### src/rtl/calc_scheduler.sv
// Two-requester arithmetic command scheduler: arbitrates one command at a time,
// executes add/sub in one cycle or multiply by 16-step shift-add, holds result until taken.
module calc_scheduler #(
  parameter bit RR_ENABLE = 1'b1
) (
  input  logic        clk,
  input  logic        rst_n,
  input  logic        req0_valid,
  output logic        req0_ready,
  input  logic [15:0] req0_x,
  input  logic [15:0] req0_y,
  input  logic [7:0]  req0_op,
  input  logic        req1_valid,
  output logic        req1_ready,
  input  logic [15:0] req1_x,
  input  logic [15:0] req1_y,
  input  logic [7:0]  req1_op,
  output logic        out_valid,
  input  logic        out_ready,
  output logic [15:0] out_data,
  output logic        out_id,
  output logic        out_err,
  output logic        busy
);

  localparam int unsigned DW   = 16;
  localparam int unsigned OPW  = 8;
  localparam int unsigned CNTW = 5;

  localparam logic [OPW-1:0]  OP_MUL   = 8'h2A;
  localparam logic [OPW-1:0]  OP_ADD   = 8'h2B;
  localparam logic [OPW-1:0]  OP_SUB   = 8'h2D;
  localparam logic [CNTW-1:0] MUL_LAST = CNTW'(15);
  localparam logic [DW-1:0]   ERR_VAL  = '1;

  typedef enum logic [1:0] {IDLE, EXEC, MUL, DONE} state_e;

  state_e          state_q, state_d;
  logic            last_q, last_d;
  logic            id_q, id_d;
  logic [OPW-1:0]  op_q, op_d;
  logic [DW-1:0]   a_q, a_d;
  logic [DW-1:0]   b_q, b_d;
  logic [DW-1:0]   acc_q, acc_d;
  logic [CNTW-1:0] cnt_q, cnt_d;
  logic [DW-1:0]   data_q, data_d;
  logic            err_q, err_d;
  logic            valid_q, valid_d;
  logic            busy_q, busy_d;

  logic            idle_c;
  logic            grant_c;
  logic            hs_c;
  logic [DW-1:0]   sel_x_c, sel_y_c;
  logic [OPW-1:0]  sel_op_c;

  // Arbitration: ties go to the requester not granted last (round-robin) or to requester 0
  always_comb begin
    grant_c = req1_valid;
    if (req0_valid && req1_valid) begin
      grant_c = RR_ENABLE ? ~last_q : 1'b0;
    end
  end

  assign idle_c     = (state_q == IDLE) && rst_n;
  assign hs_c       = idle_c && (req0_valid || req1_valid);
  assign req0_ready = idle_c && req0_valid && !grant_c;
  assign req1_ready = idle_c && req1_valid && grant_c;

  assign sel_x_c  = grant_c ? req1_x  : req0_x;
  assign sel_y_c  = grant_c ? req1_y  : req0_y;
  assign sel_op_c = grant_c ? req1_op : req0_op;

  always_ff @(posedge clk or negedge rst_n) begin
    if (!rst_n) begin
      state_q <= IDLE;
      last_q  <= 1'b1;
      id_q    <= 1'b0;
      op_q    <= '0;
      a_q     <= '0;
      b_q     <= '0;
      acc_q   <= '0;
      cnt_q   <= '0;
      data_q  <= '0;
      err_q   <= 1'b0;
      valid_q <= 1'b0;
      busy_q  <= 1'b0;
    end else begin
      state_q <= state_d;
      last_q  <= last_d;
      id_q    <= id_d;
      op_q    <= op_d;
      a_q     <= a_d;
      b_q     <= b_d;
      acc_q   <= acc_d;
      cnt_q   <= cnt_d;
      data_q  <= data_d;
      err_q   <= err_d;
      valid_q <= valid_d;
      busy_q  <= busy_d;
    end
  end

  // Next-state and datapath; a_q/b_q double as operands and multiplicand/multiplier
  always_comb begin
    state_d = state_q;
    last_d  = last_q;
    id_d    = id_q;
    op_d    = op_q;
    a_d     = a_q;
    b_d     = b_q;
    acc_d   = acc_q;
    cnt_d   = cnt_q;
    data_d  = data_q;
    err_d   = err_q;

    unique case (state_q)
      IDLE: begin
        if (hs_c) begin
          last_d  = grant_c;
          id_d    = grant_c;
          op_d    = sel_op_c;
          a_d     = sel_x_c;
          b_d     = sel_y_c;
          acc_d   = '0;
          cnt_d   = '0;
          state_d = (sel_op_c == OP_MUL) ? MUL : EXEC;
        end
      end
      EXEC: begin
        state_d = DONE;
        err_d   = 1'b0;
        if (op_q == OP_ADD) begin
          data_d = a_q + b_q;
        end else if (op_q == OP_SUB) begin
          data_d = a_q - b_q;
        end else begin
          data_d = ERR_VAL;
          err_d  = 1'b1;
        end
      end
      MUL: begin
        if (b_q[0]) begin
          acc_d = acc_q + a_q;
        end
        a_d   = a_q << 1;
        b_d   = b_q >> 1;
        cnt_d = cnt_q + CNTW'(1);
        if (cnt_q == MUL_LAST) begin
          state_d = DONE;
          data_d  = acc_d;
          err_d   = 1'b0;
        end
      end
      DONE: begin
        if (out_ready) begin
          state_d = IDLE;
        end
      end
      default: state_d = IDLE;
    endcase

    valid_d = (state_d == DONE);
    busy_d  = (state_d != IDLE);
  end

  assign out_valid = valid_q;
  assign out_data  = data_q;
  assign out_id    = id_q;
  assign out_err   = err_q;
  assign busy      = busy_q;

endmodule

### config.mk
export PLATFORM = sky130hd
export DESIGN_NAME = calc_scheduler
export DESIGN_NICKNAME = d
export VERILOG_FILES = /design/src/rtl/calc_scheduler.sv
export SDC_FILE = /design/constraint.sdc
export NUM_CORES = 1
export LEC_CHECK = 0
export CORE_MARGIN = 2
export CORE_UTILIZATION = 23
export DETAILED_ROUTE_END_ITERATION = 8
export PLACE_DENSITY_LB_ADDON = 0.12
export SYNTH_ARGS = -nofsm -noshare
export SYNTH_HDL_FRONTEND = slang
export SYNTH_SLANG_ARGS = --single-unit
### constraint.sdc
create_clock -name clk -period 2.89 [get_ports clk]
set_input_delay 0.4335 -clock clk [delete_from_list [all_inputs] [get_ports clk]]
set_output_delay 0.4335 -clock clk [all_outputs]
set_load 0.005 [all_outputs]
* After elaboration in Yosys (flattened, before gate mapping)
Index checks and enable logic that the tools add are counted.
** Storage, ports and cells
- Bits in registers :: 84
- Input bits :: 85
- Word-level logic and storage cells :: 69
** Cells by class
- Multiplexer cells :: 26
- Eq/ne operators :: 10
- Bitwise operators :: 1
- $add $sub $neg :: 4
- Reductions and logical operators :: 16
** Operators with widths (number)
- 16-bit 2-to-1 mux :: 9
- 16-bit case mux with 2 select lines :: 4
- 16-bit adder :: 2
- 8-bit by 6-bit equality test with 1-bit output, second input constant :: 3
- 16-bit subtractor :: 1
- 5-bit case mux with 2 select lines :: 1
- 2-bit 2-to-1 mux :: 4
- 8-bit 2-to-1 mux :: 1
- 2-bit case mux with 4 select lines :: 1
- 1-bit logical AND :: 7
- 2-bit equality test, second input constant :: 3
- 2-bit AND reduction :: 3
- 2-bit nonzero test :: 3
- 5-bit by 1-bit adder with 5-bit output, second input constant :: 1
- 5-bit by 4-bit equality test with 1-bit output, second input constant :: 1
- 5-bit 2-to-1 mux :: 1
- 1-bit 2-to-1 mux :: 4
- 2-bit != test, second input constant :: 2
- 2-bit by 1-bit equality test with 1-bit output, second input constant :: 1
- 2-bit logical NOT :: 1
- 1-bit case mux with 2 select lines :: 1
- 1-bit logical NOT :: 1
- 1-bit logical OR :: 1
- 1-bit inverter :: 1

* Depth between registers and ports, before layout
- Depth after elaboration :: 8
- Mapped depth :: 12
- Mapped depth without buffers :: 12

* Worst setup path before layout
No wires, ideal clock.
- Kind :: flip-flop to flip-flop
- From :: register a_q[0]
- To :: register data_q[12], in the netlist out_data[12]
- Buffers on the path :: 0
- Library setup time :: 94 ps
- Stages on the path, launching flop included :: 11
- Clock period less this slack :: 2509 ps
- Slack :: 381 ps
- Arrival time :: 2415 ps
- Required time :: 2796 ps
- Path through :: dfrtp_1 > ha_1 > fa_1 > a211oi_1 > o21ai_1 > a41oi_1 > o21bai_1 > a21oi_1 > xnor2_1 > mux2i_1 > a211oi_1
** On the way
- Word-level cells in the longest chain between the ends :: 4
- Elaborated cells on any way between the ends :: 8
- Those cells by class :: add/sub (3); mux (5)
** Ends and longest elaborated chain
- start, declared :: RTL line 42 : logic [DW-1:0] a_q, a_d;
- start signal, assigned :: RTL line 80 : a_q <= '0;
- start signal, assigned :: RTL line 93 : a_q <= a_d;
- 16-bit adder / 16-bit subtractor (equally long branches) :: RTL line 144, 136
- 16-bit 2-to-1 mux (on tied branches) :: RTL line 143, 135
- 16-bit 2-to-1 mux (on tied branches) :: RTL line 149, 133
- 16-bit case mux with 2 select lines * :: RTL line 117 : unique case (state_q)
- end signal, assigned :: RTL line 97 : data_q <= data_d;
- end, declared :: RTL line 46 : logic [DW-1:0] data_q, data_d;
Mark *: on every way between the ends. The rest lies on a longest branch, timed or not. The select of a mux whose other input is x is not followed.
A chain may end at the register's enable or synchronous reset.

* Worst setup path after layout
- From :: register a_q[0]
- To :: register data_q[10], in the netlist out_data[10]
The elaborated chain is that of the path after synthesis.

==> flow_summary_export.csv <==
group,metric,value,unit
outcome,status,"complete, no violations",
sta,timing.final.crit_period,2.72,ns
global_routing,globalRoute.totalOverflow,0,
sta,hold_viol_final,0,
logic_synthesis,synth_warnings,0,
worst_setup_path,crit_path_start,"a_q[0]$_DFFE_PN0P_",
floorplan,initial_core_util,23.2,%
floorplan,floorplan.core_area,27600,um2
floorplan,chipHeight,171,um
placement,routability_congestion_estimate_from_global_placement,0.858,
global_routing,antenna_violations_before_repair,1,
sta,timing.final.setup_violations,0,
min_path,hold_class,"in -> async",
worst_setup_path,worst_r2r_startpoint,"a_q[0]$_DFFE_PN0P_",
sta,setup_tns,0,ns
logic_synthesis,sequential_share_of_the_synthesized_area,32.9,%
power_and_ir_drop,leakage,3.54,nW
power_and_ir_drop,switching_share,46.4,%
detailed_routing,postRouteWirelength,20.5,mm
sta,worst_margin_slew,0.807,ns
detailed_routing,routed_via_density,4.73,
logic_synthesis,post_synth_instance_area,6400,um2
detailed_routing,met3_wirelength,698,um
detailed_routing,routed_wire_length_per_instance,17.1,um
floorplan,design.portCount,107,
sta,final.period_utilization,94.0,%
worst_setup_path,cp_data_required_time,3.12,ns
logic_synthesis,ys.flop_type,"sky130_fd_sc_hd__dfrtp_1",
worst_setup_path,cp_max_fo,5,
floorplan,chipWidth,171,um
flow_run,drv_cap,0,
detailed_routing,drt_pass1_iterations,4,
worst_setup_path,cp-end-kind,"flip-flop",
power_and_ir_drop,p_per_area,1040,nW/um2
logic_synthesis,netlist_instances,708,
power_and_ir_drop,sequentialPowerShare,25.6,%
cts,clock-root-buffer,"sky130_fd_sc_hd__clkbuf_16",
logic_synthesis,synthArstFlopShare,100,%
cts,numCtsBuffers,9,
cts,clkSlewWorstSetupHoldPaths,0.07,ns
finish,synthToLayoutAreaGrowth,29.4,%
placement,placement.cell_area,7960,um2
detailed_routing,initialDrtViolationCount,189,
global_routing,grt_first_pass_wirelength,32.6,mm
cts,cts_tree,"done",
power_and_ir_drop,irDropWorstVdd,0.352,mV
worst_setup_path,worst-endpoint-arrival,2.95,ns
detailed_routing,drt.antenna.violating_nets,0,
logic_synthesis,synth-seq-cells,84,
detailed_routing,drt-met1-wl,10.1,mm
sta,max_clock_freq,0.368,GHz
cts,htree_num_levels,3,
detailed_routing,met2WireLength,9.41,mm
sta,grt_setup_unrepaired,"yes",
worst_setup_path,worstSetupPathType,"reg -> reg",
logic_synthesis,syn_area_per_cell,9.04,um2
sta,timing.clock.skew,0.0102,ns
power_and_ir_drop,switching_power,0.00400,W
placement,numPortBuffers,106,
placement,place_hpwl,15.8,mm
finish,drive_gt1_share,10.4,%
finish,final_nets,950,
sta,worst_slew_margin_rel,46.2,%
floorplan,die-area,29200,um2
cts,cts.path.max_buffers,2,
finish,num_antenna_cells,0,
cts,clock-sinks,84,
power_and_ir_drop,power.share.combinational,61.0,%
worst_setup_path,cp-start-kind,"flip-flop",
global_routing,globalRouteTotalUtil,14.5,%
detailed_routing,drc_violations_left,0,
power_and_ir_drop,cell_internal_pwr,0.00462,W
logic_synthesis,synth_enable_flop_cells,0,
logic_synthesis,synth_cell_type_count,84,
cts,clock_insertion_delay_worst_skew,0.35,ns
cts,hold_buffers,0,
global_routing,grt_pass1_vias,5827,
global_routing,grt_max_degree,58,
finish,final_area,8280,um2
power_and_ir_drop,clock_power_share,13.4,%
sta,report.final.slew_viol_count,0,
floorplan,num_rows,61,
logic_synthesis,net_count_of_the_mapped_netlist,843,
detailed_routing,dr_total_vias,5663,
detailed_routing,top_layer_used,"met4",
==> worst paths after layout <==
check | endpoint | slack (ns) | cells after the start
worst min register to register | out_data[5]$_DFFE_PN0P_ | 0.47 | 2
worst min-delay path | out_data[13]$_DFFE_PN0P_ | 0.14 | 2
max in group asynchronous | op_q[2]$_DFFE_PN0P_ | 1.60 | 3
worst max-delay path | out_data[10]$_DFFE_PN0P_ | 0.17 | 11
worst max register to register | out_data[10]$_DFFE_PN0P_ | 0.17 | 11
min in group clk | out_data[5]$_DFFE_PN0P_ | 0.47 | 2
==> flip-flops by register name (all words and copies together), names as in the netlist <==
signal     flops
out_id         1
cnt_q          5
last_q         1
busy           1
op_q           8
out_valid      1
out_err        1
out_data      16
a_q           16
acc_q         16
b_q           16
state_q        2
==> area by class of cell <==
class / count / area [um2]
fillers: 2970 / 19300
multi-input cells: 544 / 3970
flip-flops and latches: 84 / 2100
repair buffers: 139 / 1310
well taps: 378 / 473
clock buffers: 10 / 239
inverters: 37 / 141
clock inverters: 6 / 46.3
==> cells in the mapped netlist, drive strengths merged, types with 7 or more instances <==
cell type	n	share of area, %
a31oi	7	0.68
mux2i	51	8.0
o21ai	71	5.6
ha	47	9.2
buf	20	1.8
o211ai	9	1.1
nor3	7	0.55
inv	37	2.2
dfrtp	83	32
clkbuf	22	1.4
a22oi	16	2.0
a211oi	9	1.1
a221oi	9	1.3
nand2	77	4.5
a21o	16	1.9
xnor2	13	1.8
o21bai	11	1.3
nor2	39	2.3
o221ai	20	2.7
nand2b	7	0.68
a21oi	33	2.6
nand3	19	1.6
==> routing by layer <==
| metal | GRT usage [%] | up-vias |
|---|---|---|
| li1 | - | 2848 |
| met1 | 19.8 | 2697 |
| met2 | 23.8 | 105 |
| met3 | 2.29 | 13 |
| met4 | 4.05 | 0 |
| met5 | 0 | - |
==> worst max-delay path, cell delays in order (launching register included) <==
cell and delay (ns):
sky130_fd_sc_hd__dfrtp_1 0.43, sky130_fd_sc_hd__inv_1 0.07, sky130_fd_sc_hd__ha_1 0.14, sky130_fd_sc_hd__inv_1 0.06
sky130_fd_sc_hd__fa_1 0.42, sky130_fd_sc_hd__a211oi_1 0.28, sky130_fd_sc_hd__o21bai_1 0.15, sky130_fd_sc_hd__a31o_1 0.26
sky130_fd_sc_hd__a41o_1 0.27, sky130_fd_sc_hd__o32ai_2 0.20, sky130_fd_sc_hd__o211ai_1 0.11, sky130_fd_sc_hd__a22o_1 0.20
==> power groups by stage <==
stage / logic [W] / registers, W / clock network (W)
after floorplan: 0.00376 / 0.00206 / 0
after global placement: 0.00526 / 0.00224 / 0
after detailed placement: 0.00524 / 0.00224 / 0
after CTS: 0.00526 / 0.00222 / 0.00120
after global routing: 0.00589 / 0.00230 / 0.00124
final: 0.00526 / 0.00221 / 0.00115
==> cell families (layout without fill, tap and decap cells) <==
group | after synthesis | count (layout) | share of synthesized area, %
AOI/OAI and AO/OA | 243 | 243 | 26.8
xor gates and xnor gates | 15 | 15 | 2.05
adders and majority gates | 50 | 50 | 10.1
buffers and inverters | 80 | 192 | 5.92
DFF | 84 | 84 | 32.9
muxes | 54 | 54 | 8.51
and+or+nand+nor | 182 | 182 | 13.7
==> cell usage in the layout (no fill, tap or decap), types with 9 or more instances in the layout <==
cell,netlist,layout
sky130_fd_sc_hd__dfrtp_1,83,82
sky130_fd_sc_hd__clkdlybuf4s50_1,0,105
sky130_fd_sc_hd__a21oi_1,33,32
sky130_fd_sc_hd__o21ai_0,57,57
sky130_fd_sc_hd__a22oi_1,15,15
sky130_fd_sc_hd__buf_4,3,34
sky130_fd_sc_hd__o21ai_1,14,13
sky130_fd_sc_hd__clkbuf_16,0,9
sky130_fd_sc_hd__o221ai_1,20,20
sky130_fd_sc_hd__nand2_1,77,77
sky130_fd_sc_hd__inv_1,36,36
sky130_fd_sc_hd__nor2_1,39,39
sky130_fd_sc_hd__a21o_1,14,14
sky130_fd_sc_hd__ha_1,47,46
sky130_fd_sc_hd__o21bai_1,11,11
sky130_fd_sc_hd__mux2i_1,51,51
sky130_fd_sc_hd__nand3_1,18,18
sky130_fd_sc_hd__xnor2_1,13,13
==> timing repair <==
action,in CTS,in global routing
setup buffers,0,1
endpoints found under the setup margin,0,6
endpoints found under the hold margin,0,0
resized for setup,0,7
==> per-stage QoR <==
step                worst slack, ns  util [%]  cells  power (W)  hold slack, ns
floorplan                     0.381         -    708    0.00582           0.138
global placement              0.111      28.9   1181    0.00750           0.457
detailed placement           0.0574      28.9   1181    0.00748           0.462
CTS                          0.0461      29.9   1197    0.00868           0.151
global route               0.000137      30.1   1198    0.00943           0.163
finish                        0.172      30.1   1198    0.00861           0.140
(Power assumes the default switching activity.)
